## src/rtl/step_sequencer.sv

```systemverilog
`default_nettype none
// ============================================================================
// step_sequencer : step period timer and 4-coil full/half-step phase driver
// Revision       : 1.0
// ============================================================================
module step_sequencer #(
   parameter int CNT_W        = 35,
   parameter int POS_W        = 16,
   parameter int HOLD_TORQUE  = 1,
   parameter int RESET_PERIOD = 750000
) (
   input  logic             clk,
   input  logic             rst,
   input  logic             enable,
   input  logic             dir,
   input  logic             step,
   input  logic [CNT_W-1:0] time_to_count,
   output logic [3:0]       coils,
   output logic             step_tick,
   output logic [2:0]       phase_idx,
   output logic [POS_W-1:0] position
);

   localparam logic [CNT_W-1:0] C_RESET_PERIOD = CNT_W'(RESET_PERIOD);
   localparam logic [CNT_W-1:0] C_ONE          = CNT_W'(1);

   typedef enum logic [0:0] {
      S_IDLE = 1'b0,
      S_RUN  = 1'b1
   } state_t;

   state_t           r_state;
   logic [CNT_W-1:0] r_cnt;
   logic [CNT_W-1:0] r_period;
   logic [3:0]       r_coils;
   logic             r_tick;
   logic [2:0]       r_idx;
   logic [POS_W-1:0] r_pos;

   logic [CNT_W-1:0] w_ttc_eff;
   logic             w_terminal;
   logic [2:0]       w_mag;
   logic [2:0]       w_next_idx;
   logic [POS_W-1:0] w_next_pos;
   logic [3:0]       w_cur_coils;
   logic [3:0]       w_idle_coils;

   function automatic logic [3:0] phase_coils(input logic [2:0] idx);
      logic [3:0] pat;
      case (idx)
         3'd0:    pat = 4'b1000;
         3'd1:    pat = 4'b1100;
         3'd2:    pat = 4'b0100;
         3'd3:    pat = 4'b0110;
         3'd4:    pat = 4'b0010;
         3'd5:    pat = 4'b0011;
         3'd6:    pat = 4'b0001;
         default: pat = 4'b1001;
      endcase
      return pat;
   endfunction

   assign w_ttc_eff  = (time_to_count == '0) ? C_ONE : time_to_count;
   assign w_terminal = (r_cnt == (r_period - C_ONE));

   // Full-step from an even (single-coil) phase moves one slot to land on the
   // two-coil odd phases; afterwards it strides by two.
   assign w_mag      = (step && r_idx[0]) ? 3'd2 : 3'd1;
   assign w_next_idx = dir ? (r_idx + w_mag) : (r_idx - w_mag);
   assign w_next_pos = dir ? (r_pos + POS_W'(w_mag)) : (r_pos - POS_W'(w_mag));

   assign w_cur_coils  = phase_coils(r_idx);
   assign w_idle_coils = (HOLD_TORQUE != 0) ? w_cur_coils : 4'b0000;

   always_ff @(posedge clk or negedge rst) begin
      if (!rst) begin
         r_state  <= S_IDLE;
         r_cnt    <= '0;
         r_period <= C_RESET_PERIOD;
         r_coils  <= 4'b0000;
         r_tick   <= 1'b0;
         r_idx    <= 3'd0;
         r_pos    <= '0;
      end else begin
         case (r_state)
            S_IDLE: begin
               r_tick <= 1'b0;
               r_cnt  <= '0;
               if (enable) begin
                  r_state  <= S_RUN;
                  r_period <= w_ttc_eff;
                  r_coils  <= w_cur_coils;
               end else begin
                  r_coils  <= w_idle_coils;
               end
            end
            S_RUN: begin
               // Dropping enable beats a coincident terminal count.
               if (!enable) begin
                  r_state <= S_IDLE;
                  r_cnt   <= '0;
                  r_tick  <= 1'b0;
                  r_coils <= w_idle_coils;
               end else if (w_terminal) begin
                  r_cnt    <= '0;
                  r_tick   <= 1'b1;
                  r_period <= w_ttc_eff;
                  r_idx    <= w_next_idx;
                  r_coils  <= phase_coils(w_next_idx);
                  r_pos    <= w_next_pos;
               end else begin
                  r_cnt   <= r_cnt + C_ONE;
                  r_tick  <= 1'b0;
                  r_coils <= w_cur_coils;
               end
            end
            default: begin
               r_state <= S_IDLE;
               r_cnt   <= '0;
               r_tick  <= 1'b0;
            end
         endcase
      end
   end

   assign coils     = r_coils;
   assign step_tick = r_tick;
   assign phase_idx = r_idx;
   assign position  = r_pos;

endmodule
`default_nettype wire

```

## config.mk

```make
export PLATFORM = sky130hd
export DESIGN_NAME = step_sequencer
export DESIGN_NICKNAME = d
export VERILOG_FILES = /design/src/rtl/step_sequencer.sv
export SDC_FILE = /design/constraint.sdc
export NUM_CORES = 1
export LEC_CHECK = 0
export BUFFER_PORTS_ARGS = -buffer_cell sky130_fd_sc_hd__buf_2
export CAP_MARGIN = 10
export CORE_MARGIN = 1
export CORE_UTILIZATION = 55
export DETAILED_ROUTE_END_ITERATION = 16
export GPL_TIMING_DRIVEN = 0
export PLACE_DENSITY = 0.77
export SYNTH_ARGS = -nofsm -noshare
export SYNTH_HDL_FRONTEND = slang
export SYNTH_SLANG_ARGS = --single-unit
```

## constraint.sdc

```tcl
create_clock -name clk -period 3.6 [get_ports clk]
set_input_delay 0.72 -clock clk [delete_from_list [all_inputs] [get_ports clk]]
set_output_delay 0.72 -clock clk [all_outputs]
set_load 0.02 [all_outputs]
```

==> results.py <==
metrics = {
    "detailed_routing": {
        "ant_nets": 0,
        "routed_wl_um": 20490,
        "num_vias": 7148,
        "wl_per_cell_um": 17.86,
        "detail_route.iter0.violations": 832,
        "drc": 0,
        "drt_pass1_iterations": 5,
        "vias_per_cell": 6.232,
    },
    "pwr": {
        "p_total_mw": 2.567,
        "irDropWorstVdd_mv": 0.1588,
        "leakage_nw": 3.470,
        "powerDensity_mw_per_mm2": 291.1,
    },
    "clocking": {
        "cts_root_buffer": "clkbuf_16",
        "cts_sinks": 95,
        "cts_buffers": 9,
        "clock_latency_ns": 0.36,
        "cts_tree": "built",
        "postCtsHoldBufs": 0,
        "cts_buffer_depth": 2,
        "cts_max_level": 3,
        "clkTransAtPathRegs_ns": 0.07,
    },
    "worst_setup_path": {
        "rr_startpoint": "r_period[0]$_DFFE_PN0P_",
        "ff2ff_setup_slack_ns": -0.17,
        "end_kind": "flip-flop",
        "crit_chain": "or3_4, or4_4, or3_1, a311o_1, a2111oi_4, and4b_2, nand4b_1, buf_6, buf_4, mux2_1",
        "worstPathArrival_ns": 4.02,
        "worstReg2RegEnd": "position[6]$_DFFE_PN0P_",
        "reg2reg_depth": 10,
        "required_ns": 3.85,
        "critical_path_class": "reg2reg",
        "critical-path-slowest-cell": "or4_4",
        "critPathMaxStageDelay_ns": 0.54,
        "cp-start-kind": "flip-flop",
        "path_max_fanout": 8,
    },
    "synthesis": {
        "synth_cells": 879,
        "synth-xor-area-share_pct": 10.65,
        "synth_async_sr_flop_share_pct": 100.0,
        "synth_edf_count": 0,
        "synth_most_common_cell": "dfrtp_1",
        "yosys.area_share.simple_pct": 27.04,
        "synth_seq_cells": 95,
        "yosys_warnings": 0,
        "synthTopCellsByCount": "85 x dfrtp_1, 71 x nand2_1, 69 x nor2_1",
        "muxShareOfSynthArea_pct": 4.308,
        "synth_top_family_by_area": "simple AND/OR/NAND/NOR gates",
        "syn_area_mm2": 0.007320,
        "synth_fa_ha_area_share_pct": 3.624,
        "syn_nets": 939,
        "synth-compound-area-share_pct": 16.84,
        "yosysUniqueCellTypes": 65,
        "seq_area_frac_synth_pct": 32.65,
        "synthTopCellsByArea": "dfrtp_1 29%, xnor2_1 5.9%, a311o_1 4.9%",
        "ys.flop_type": "dfrtp_1",
        "netlist.area_leader.share_pct": 29.06,
        "netlist.top_cell.by_area": "dfrtp_1",
        "postSynthAreaPerCell_um2": 8.327,
    },
    "global_routing": {
        "grt_usage_pct": 29.13,
        "grt_pass1_vias": 6345,
        "grt_max_degree": 56,
        "grt_pass1_wl_um": 32310,
        "antenna_found_initial": 0,
        "overflow": 0,
    },
    "job": {
        "cap_viol_max_count": 0,
    },
    "sta": {
        "finClkSkew_ns": 0.009088,
        "final.min_clock_period_ns": 3.770,
        "rsz0062_at_grt": "yes",
        "worst_pin_slew_ns": 0.6770,
        "post-route-period-util_pct": 104.7,
        "setup_slack_ns": -0.1700,
        "hold_violations": 0,
        "holdWs_ns": 0.3366,
        "slew_headroom_pct": 54.86,
        "fmax_mhz": 265.3,
        "setup_viol": 89,
        "slew_violations": 0,
    },
    "placement": {
        "place_hpwl_um": 14070,
        "portBuffers": 63,
        "gp_congestion": 0.9697,
    },
    "floorplan": {
        "die_area_mm2": 0.01377,
        "start_util_pct": 57.30,
        "core-area_mm2": 0.01277,
        "fp.dieW_um": 117.4,
        "rows": 41,
        "ios": 64,
        "fp.dieH_um": 117.4,
    },
    "hold_path": {
        "min_path_type": "in2async",
    },
    "layout": {
        "areaGrowthSynthToFinish_pct": 20.48,
        "nets": 1030,
        "antenna_cells": 0,
        "final_layout_size_suffix_gt1_share_pct": 21.85,
    },
    "run_status": {
        "violations": "setup timing",
        "status": "complete, but fails checks",
    },
}
logic make-up (layout without fill, tap and decap cells):
family                     after synthesis  in the layout
AOI/OAI and AO/OA                      181            181
muxes                                   26             26
buffers and inverters                   84            180
xor gates and xnor gates                89             89
and+or+nand+nor                        384            384
DFF                                     95             95
adders and majority gates               20             20
layer usage:
| metal | track usage [%] | part of all wire [%] | up-vias | wire length (um) |
|---|---|---|---|---|
| li1 | - | - | 3383 | - |
| met1 | 41.82 | 45 | 3445 | 9211 |
| met2 | 43.53 | 46 | 275 | 9354 |
| met3 | 4.183 | 6.6 | 45 | 1354 |
| met4 | 12.58 | 2.8 | 0 | 565 |
| met5 | 0 | 0 | - | 0 |
sequential cells by signal, summed over array words and instances (netlist names):
signal,cells
r_cnt,35
r_period,35
position,16
phase_idx,3
coils,4
step_tick,1
r_state,1
critical path, delay by kind of cell (launching register included):
kind / cells / cell delay (ns)
simple gates: 5 / 1.80
compound gates: 2 / 0.74
flops: 1 / 0.48
buf+inv: 2 / 0.35
mux: 1 / 0.30
metrics by stage:
| step | cell area [um2] | cells | utilization, % | TNS [ns] | setup slack (ns) |
|---|---|---|---|---|---|
| finish | 8818 | 1147 | 69.04 | -10.78 | -0.1700 |
| floorplan | 7362 | 879 | - | 0 | 0.003168 |
| global placement | 7893 | 1114 | 61.79 | -61.81 | -0.7963 |
| global route | 8818 | 1147 | 69.04 | -15.14 | -0.2132 |
| CTS | 8543 | 1135 | 66.88 | -8.666 | -0.1723 |
| detailed placement | 7923 | 1115 | 62.02 | -51.26 | -0.6882 |
placed cells by master (no fill, tap or decap), types with 7 or more instances in the layout:
master	instances
o21ai_0	45
ha_1	18
buf_2	62
a211oi_1	8
xor2_1	40
nor4_1	16
clkbuf_1	36
or4_4	7
and3_1	12
dfstp_2	10
mux2_4	15
buf_4	27
inv_1	13
clkbuf_16	10
nand4_1	14
a311o_1	36
xnor2_1	49
or3_1	8
buf_6	8
nor3_1	35
dfrtp_1	79
nor2b_1	37
nand2_1	71
nor3_2	21
nor2_1	68
a21oi_1	47
nand3_1	57
layout make-up:
class                           count  area [um2]
Fill cell                         997        3955
Inverter                           13       48.80
Buffer                             57       377.9
Timing Repair Buffer               94       624.3
Clock inverter                      7       63.81
Sequential cell                    95        2397
Multi-Input combinational cell    700        4866
Clock buffer                        9       225.2
Tap cell                          172       215.2
report_power, final:
group          switching [mW]  leakage [nW]  internal [mW]
Clock                   0.465         0.142          0.486
Combinational           0.253          2.15          0.182
Sequential             0.0679          1.17           1.11
Total                   0.786          3.47           1.78
worst max-delay path by stage:
stage | depth (start not counted) | startpoint | to | slack, ns
2_1_floorplan | 12 | r_period[16]$_DFFE_PN1P_ | coils[1]$_DFF_PN0_ | 0.003
3_3_place_gp | 13 | r_period[2]$_DFFE_PN0P_ | position[15]$_DFFE_PN0P_ | -0.80
3_5_place_dp | 13 | r_period[2]$_DFFE_PN0P_ | position[15]$_DFFE_PN0P_ | -0.69
4_1_cts | 11 | r_period[6]$_DFFE_PN0P_ | position[15]$_DFFE_PN0P_ | -0.17
5_1_grt | 10 | r_period[0]$_DFFE_PN0P_ | phase_idx[0]$_DFFE_PN0P_ | -0.21
6_report | 10 | r_period[0]$_DFFE_PN0P_ | position[6]$_DFFE_PN0P_ | -0.17
what timing repair did:
action | in CTS | in global routing
gates cloned | 1 | 1
resized for setup | 59 | 44
setup endpoints to repair | 94 | 94
buffers inserted | 13 | 15
pin swaps | 9 | 6
Power figures use the tool's default switching activity.
